[config.mk]
export PLATFORM = sky130hd
export DESIGN_NAME = twowire_apb_arbiter
export DESIGN_NICKNAME = d
export VERILOG_FILES = /design/src/rtl/twowire_apb_arbiter.sv
export SDC_FILE = /design/constraint.sdc
export NUM_CORES = 1
export LEC_CHECK = 0
export CAP_MARGIN = 20
export CORE_MARGIN = 10
export CORE_UTILIZATION = 34
export DETAILED_ROUTE_END_ITERATION = 10
export PLACE_DENSITY_LB_ADDON = 0.08
export SLEW_MARGIN = 15
export SYNTH_ARGS = -nofsm -noshare
export SYNTH_HDL_FRONTEND = slang
export SYNTH_SLANG_ARGS = --single-unit
export TNS_END_PERCENT = 5
[constraint.sdc]
create_clock -name dck -period 2 [get_ports dck]
set_clock_uncertainty 0.1 [all_clocks]
set_input_delay 0.4 -clock dck [delete_from_list [all_inputs] [get_ports dck]]
set_output_delay 0.4 -clock dck [all_outputs]
set_load 0.02 [all_outputs]
[src/rtl/twowire_apb_arbiter.sv]
// Two-master, one-slave APB3 arbiter with round-robin grant, re-registered
// request fields toward the slave, and an optional hang watchdog.
//
// state  | meaning
// IDLE   | no transfer in flight; arbitration happens here
// SETUP  | dst_psel=1, dst_penable=0 for the granted request
// ACCESS | dst_psel=1, dst_penable=1, waiting on dst_pready or watchdog
module twowire_apb_arbiter #(
  parameter int unsigned ASIZE   = 0,
  parameter int unsigned TIMEOUT = 0,
  localparam int unsigned W_ADDR = 8 * (1 + ASIZE)
) (
  input  logic              dck,
  input  logic              drst_n,
  input  logic              m0_psel,
  input  logic              m0_penable,
  input  logic              m0_pwrite,
  input  logic [W_ADDR-1:0] m0_paddr,
  input  logic [31:0]       m0_pwdata,
  output logic              m0_pready,
  output logic              m0_pslverr,
  output logic [31:0]       m0_prdata,
  input  logic              m1_psel,
  input  logic              m1_penable,
  input  logic              m1_pwrite,
  input  logic [W_ADDR-1:0] m1_paddr,
  input  logic [31:0]       m1_pwdata,
  output logic              m1_pready,
  output logic              m1_pslverr,
  output logic [31:0]       m1_prdata,
  output logic              dst_psel,
  output logic              dst_penable,
  output logic              dst_pwrite,
  output logic [W_ADDR-1:0] dst_paddr,
  output logic [31:0]       dst_pwdata,
  input  logic              dst_pready,
  input  logic              dst_pslverr,
  input  logic [31:0]       dst_prdata,
  output logic              grant,
  output logic              busy,
  output logic              timeout_evt
);

  typedef enum logic [1:0] {IDLE, SETUP, ACCESS} state_t;

  // Watchdog fires on the TIMEOUT-th ACCESS cycle; timer counts from 0.
  localparam logic        WD_EN    = (TIMEOUT > 0);
  localparam logic [15:0] TMO_LAST = (TIMEOUT > 0) ? 16'(TIMEOUT - 1) : 16'd0;

  state_t      state;
  logic [15:0] timer;
  logic        in_access;
  logic        wd_fire;
  logic        xfer_done;
  logic        win;

  assign in_access = (state == ACCESS);
  // Slave response takes priority over a watchdog firing in the same cycle.
  assign wd_fire   = WD_EN && in_access && !dst_pready && (timer == TMO_LAST);
  assign xfer_done = in_access && (dst_pready || wd_fire);
  // Tie goes to the master that was not granted last; otherwise the sole requester.
  assign win       = (m0_psel && m1_psel) ? ~grant : ~m0_psel;

  assign busy = (state != IDLE);

  // Upstream response is routed only to the granted master and needs its penable.
  assign m0_pready  = xfer_done && (grant == 1'b0) && m0_penable;
  assign m0_pslverr = m0_pready && (dst_pslverr || wd_fire);
  assign m0_prdata  = m0_pready ? dst_prdata : 32'd0;
  assign m1_pready  = xfer_done && (grant == 1'b1) && m1_penable;
  assign m1_pslverr = m1_pready && (dst_pslverr || wd_fire);
  assign m1_prdata  = m1_pready ? dst_prdata : 32'd0;

  // Arbitration, downstream request registers, timer and watchdog pulse.
  always_ff @(posedge dck or negedge drst_n) begin
    if (!drst_n) begin
      state       <= IDLE;
      grant       <= 1'b1;
      dst_psel    <= 1'b0;
      dst_penable <= 1'b0;
      dst_pwrite  <= 1'b0;
      dst_paddr   <= '0;
      dst_pwdata  <= 32'd0;
      timer       <= 16'd0;
      timeout_evt <= 1'b0;
    end else begin
      timeout_evt <= wd_fire;
      case (state)
        IDLE: begin
          if (m0_psel || m1_psel) begin
            grant       <= win;
            dst_paddr   <= win ? m1_paddr  : m0_paddr;
            dst_pwrite  <= win ? m1_pwrite : m0_pwrite;
            dst_pwdata  <= win ? m1_pwdata : m0_pwdata;
            dst_psel    <= 1'b1;
            dst_penable <= 1'b0;
            state       <= SETUP;
          end
        end
        SETUP: begin
          dst_penable <= 1'b1;
          timer       <= 16'd0;
          state       <= ACCESS;
        end
        ACCESS: begin
          if (xfer_done) begin
            dst_psel    <= 1'b0;
            dst_penable <= 1'b0;
            timer       <= 16'd0;
            state       <= IDLE;
          end else begin
            timer <= timer + 16'd1;
          end
        end
        default: begin
          dst_psel    <= 1'b0;
          dst_penable <= 1'b0;
          timer       <= 16'd0;
          state       <= IDLE;
        end
      endcase
    end
  end

endmodule
==> out/metrics.cfg <==
[status]
outcome=finished with violations
violations=negative setup slack

[layout]
layout_commonest_cell=clkdlybuf4s50_1
nets=684
areaGrowthSynthToFinish_pct=92.02
diodes=0
drive_gt1_share_pct=30.02
final_cells=668
most-common-layout-cells=clkdlybuf4s50_1 (161), buf_6 (50), and2_1 (47), dfrtp_1 (44), o21ai_0 (43)

[critical_path]
regToRegEndpoint=dst_pwdata[17]$_DFFE_PN0P_
cpMostUsedCell=buf_4
path_delay_family=simple AND/OR/NAND/NOR gates
cp.buffers_inverters=2
cp.arrival_ns=1.59
slowest_stage=dfrtp_1
cp.required_ns=1.50
r2r-start=state[0]$_DFFE_PN0P_
cp_cell_sequence=and3b_1 -> and3b_2 -> buf_4 -> and2_1 -> buf_4
r2r_setup_slack_ns=0.14
cpPeakStageDelay_ns=0.39
r2r_cells=7
worstSetupPathType=register to output pin
start_kind=register
critPathMaxFanout=10
worstSetupEndpointType=output pin

[die]
row_count=33
dieHeight_um=113.3
initial_utilization_pct=35.51
coreArea_um2=8341
io_pins=236
fp.dieW_um=113.3
die_area_um2=12840

[drt]
first_pass_iters=4
wirelength_um=13670
detail-route-antenna-nets=0
drt-wirelength-per-cell_um=20.46
routed_via_density=5.115
drc_errors=0
num_vias=3417
drt_iter0_markers=206

[synthesis]
yosys.area.top_type_share_pct=37.18
ys_seq_area_share_pct=38.07
syn_avg_cell_area_um2=8.894
yosys-top-cells-area=dfrtp_1 (37%), a31oi_2 (16%), and2_1 (14%), o21ai_0 (7.3%), a21oi_1 (7.1%)
syn_area_um2=2962
syn_nets=455
synthCells=333
ys_warn_count=0
postSynthRegisterBits=45
ys_types=23
post-synth-top-area-cell=dfrtp_1

[clock_network]
clk_latency_ns=0.29
cts_buffer_depth=2
clkSlewWorstSetupHoldPaths_ns=0.09
cts_made_buffers=5
clockRootBuffer=clkbuf_8
cts.htree.levels=2
clkSinkCount=45
cts_tree=built

[power]
power.internal_uw=3551
finalPower_uw=6234
p_switching_uw=2684
sw_frac_of_total_pct=43.05
p_per_area_nw_per_um2=1096
pwr-share-clk_pct=8.8
peakVddDrop_uv=607.0
combPwrFrac_pct=65.0
p_leak_uw=0.002322
seqPwrFrac_pct=26.2

[global_route]
grt.total_usage_pct=20.10
grt_max_degree=42
antenna_found_initial=0
grt_pass1_vias=3516
grt_pass1_wl_um=21050
grt-ovfl-total=0

[sta]
rsz0062_at_grt=yes
maxSlewViolCount=0
worst_pin_slew_ns=0.6121
finalWorstSetupSlack_ns=-0.08642
setup_viol=66
hold_viol=0
min_period_over_period_pct=104.3
relSlewSlack_pct=59.20
fin_crit_ns=2.086
max_freq_ghz=0.4793

[flow_run]
maxCapViolations=0

[placement]
dp_hpwl_um=10950
gp_congestion=0.8937
io_buffer_count=234
dp_cells=658

[min_path]
hp-class=input pin to asynchronous set/reset pin

timing repair:
action / 4_1_cts / 5_1_grt
hold endpoints to repair: 0 / 0
hold buffers: 0 / 0
cloned: 1 / 0
resized for setup: 399 / 19
setup endpoints to repair: 70 / 69
pin swaps: 5 / 14
setup buffers: 0 / 1
cells by family (layout without fill, tap and decap cells):
logic type | after synthesis | count (layout) | share of synthesized area, %
buffers and inverters | 43 | 273 | 7.182
AND/OR/NAND/NOR | 116 | 116 | 22.90
AO/OA/AOI/OAI | 128 | 128 | 31.73
other | 1 | 1 | 0.1266
flip-flops | 45 | 45 | 38.07
per-layer routing:
metal  share of wire [%]  global-route usage, %  up-vias  wire (um)
li1                    -                      -     1642          -
met1                  40                  22.69     1613       5419
met2                  51                  36.10      151       7021
met3                 7.7                  6.603       11       1056
met4                 1.3                  3.807        0        172
met5                   0                      0        -          0
layout make-up:
cell class              count  area (um^2)
inverters                   3        11.26
clock inverters             2        10.01
fillers                   653         2654
clock buffers               6        72.57
multi-input cells         245         1689
repair buffers            262         2645
flip-flops and latches     45         1127
well taps                 105        131.4
stage by stage:
step	setup WS [ns]	util (%)	instance area [um^2]	hold WS [ns]	setup TNS, ns
CTS	-0.09261	67.64	5642	0.02347	-4.726
finish	-0.08642	68.18	5687	0.005565	-4.276
global route	-0.1665	68.18	5687	0.02701	-9.625
detailed placement	-0.7433	65.95	5500	0.3446	-47.39
global placement	-0.7022	65.95	5500	0.3440	-45.09
floorplan	0.03017	-	2963	0.004409	0
cells in the mapped netlist, drive strengths merged:
cell type   n
dfstp       1
nor2        1
dfrtp      44
nor2b       1
nand3      41
a21oi      42
and3        1
or2         1
and2       67
inv         3
o21ai      43
a21o        1
nand3b      1
a31oi      42
conb        1
clkbuf     32
buf         8
and3b       2
nand2b      1
worst register-to-register path, stage by stage, from the launching register on:
cell and delay, ns:
dfrtp_1 0.39, buf_4 0.13, buf_4 0.13, nor2_4 0.10
buf_4 0.24, and2_2 0.30, buf_4 0.23, a31oi_2 0.11
power by group through the flow:
| stage | logic, uW | registers (uW) | clock network (uW) |
|---|---|---|---|
| 2_1_floorplan | 1590 | 2190 | 0 |
| 3_3_place_gp | 4030 | 1610 | 0 |
| 3_5_place_dp | 4050 | 1640 | 0 |
| 4_1_cts | 4080 | 1630 | 563 |
| 5_1_grt | 4350 | 1680 | 608 |
| 6_report | 4050 | 1630 | 552 |
state kept, by name, summed over array words and instances (netlist names):
register	count
grant	1
state	1
dst_pwrite	1
dst_paddr	8
dst_psel	1
dst_penable	1
dst_pwdata	32
how the worst max path moves through the flow:
stage,from,to,slack [ns],cells after the start
4_1_cts,dst_penable$_DFFE_PN0P_,m0_prdata[9],-0.09,5
3_3_place_gp,dst_pready,m1_prdata[4],-0.70,6
2_1_floorplan,dst_penable$_DFFE_PN0P_,m1_prdata[22],0.03,5
5_1_grt,state[0]$_DFFE_PN0P_,m0_prdata[1],-0.17,5
6_report,dst_penable$_DFFE_PN0P_,m0_prdata[9],-0.09,5
3_5_place_dp,dst_pready,m1_prdata[4],-0.74,6
(Power assumes the default switching activity.)
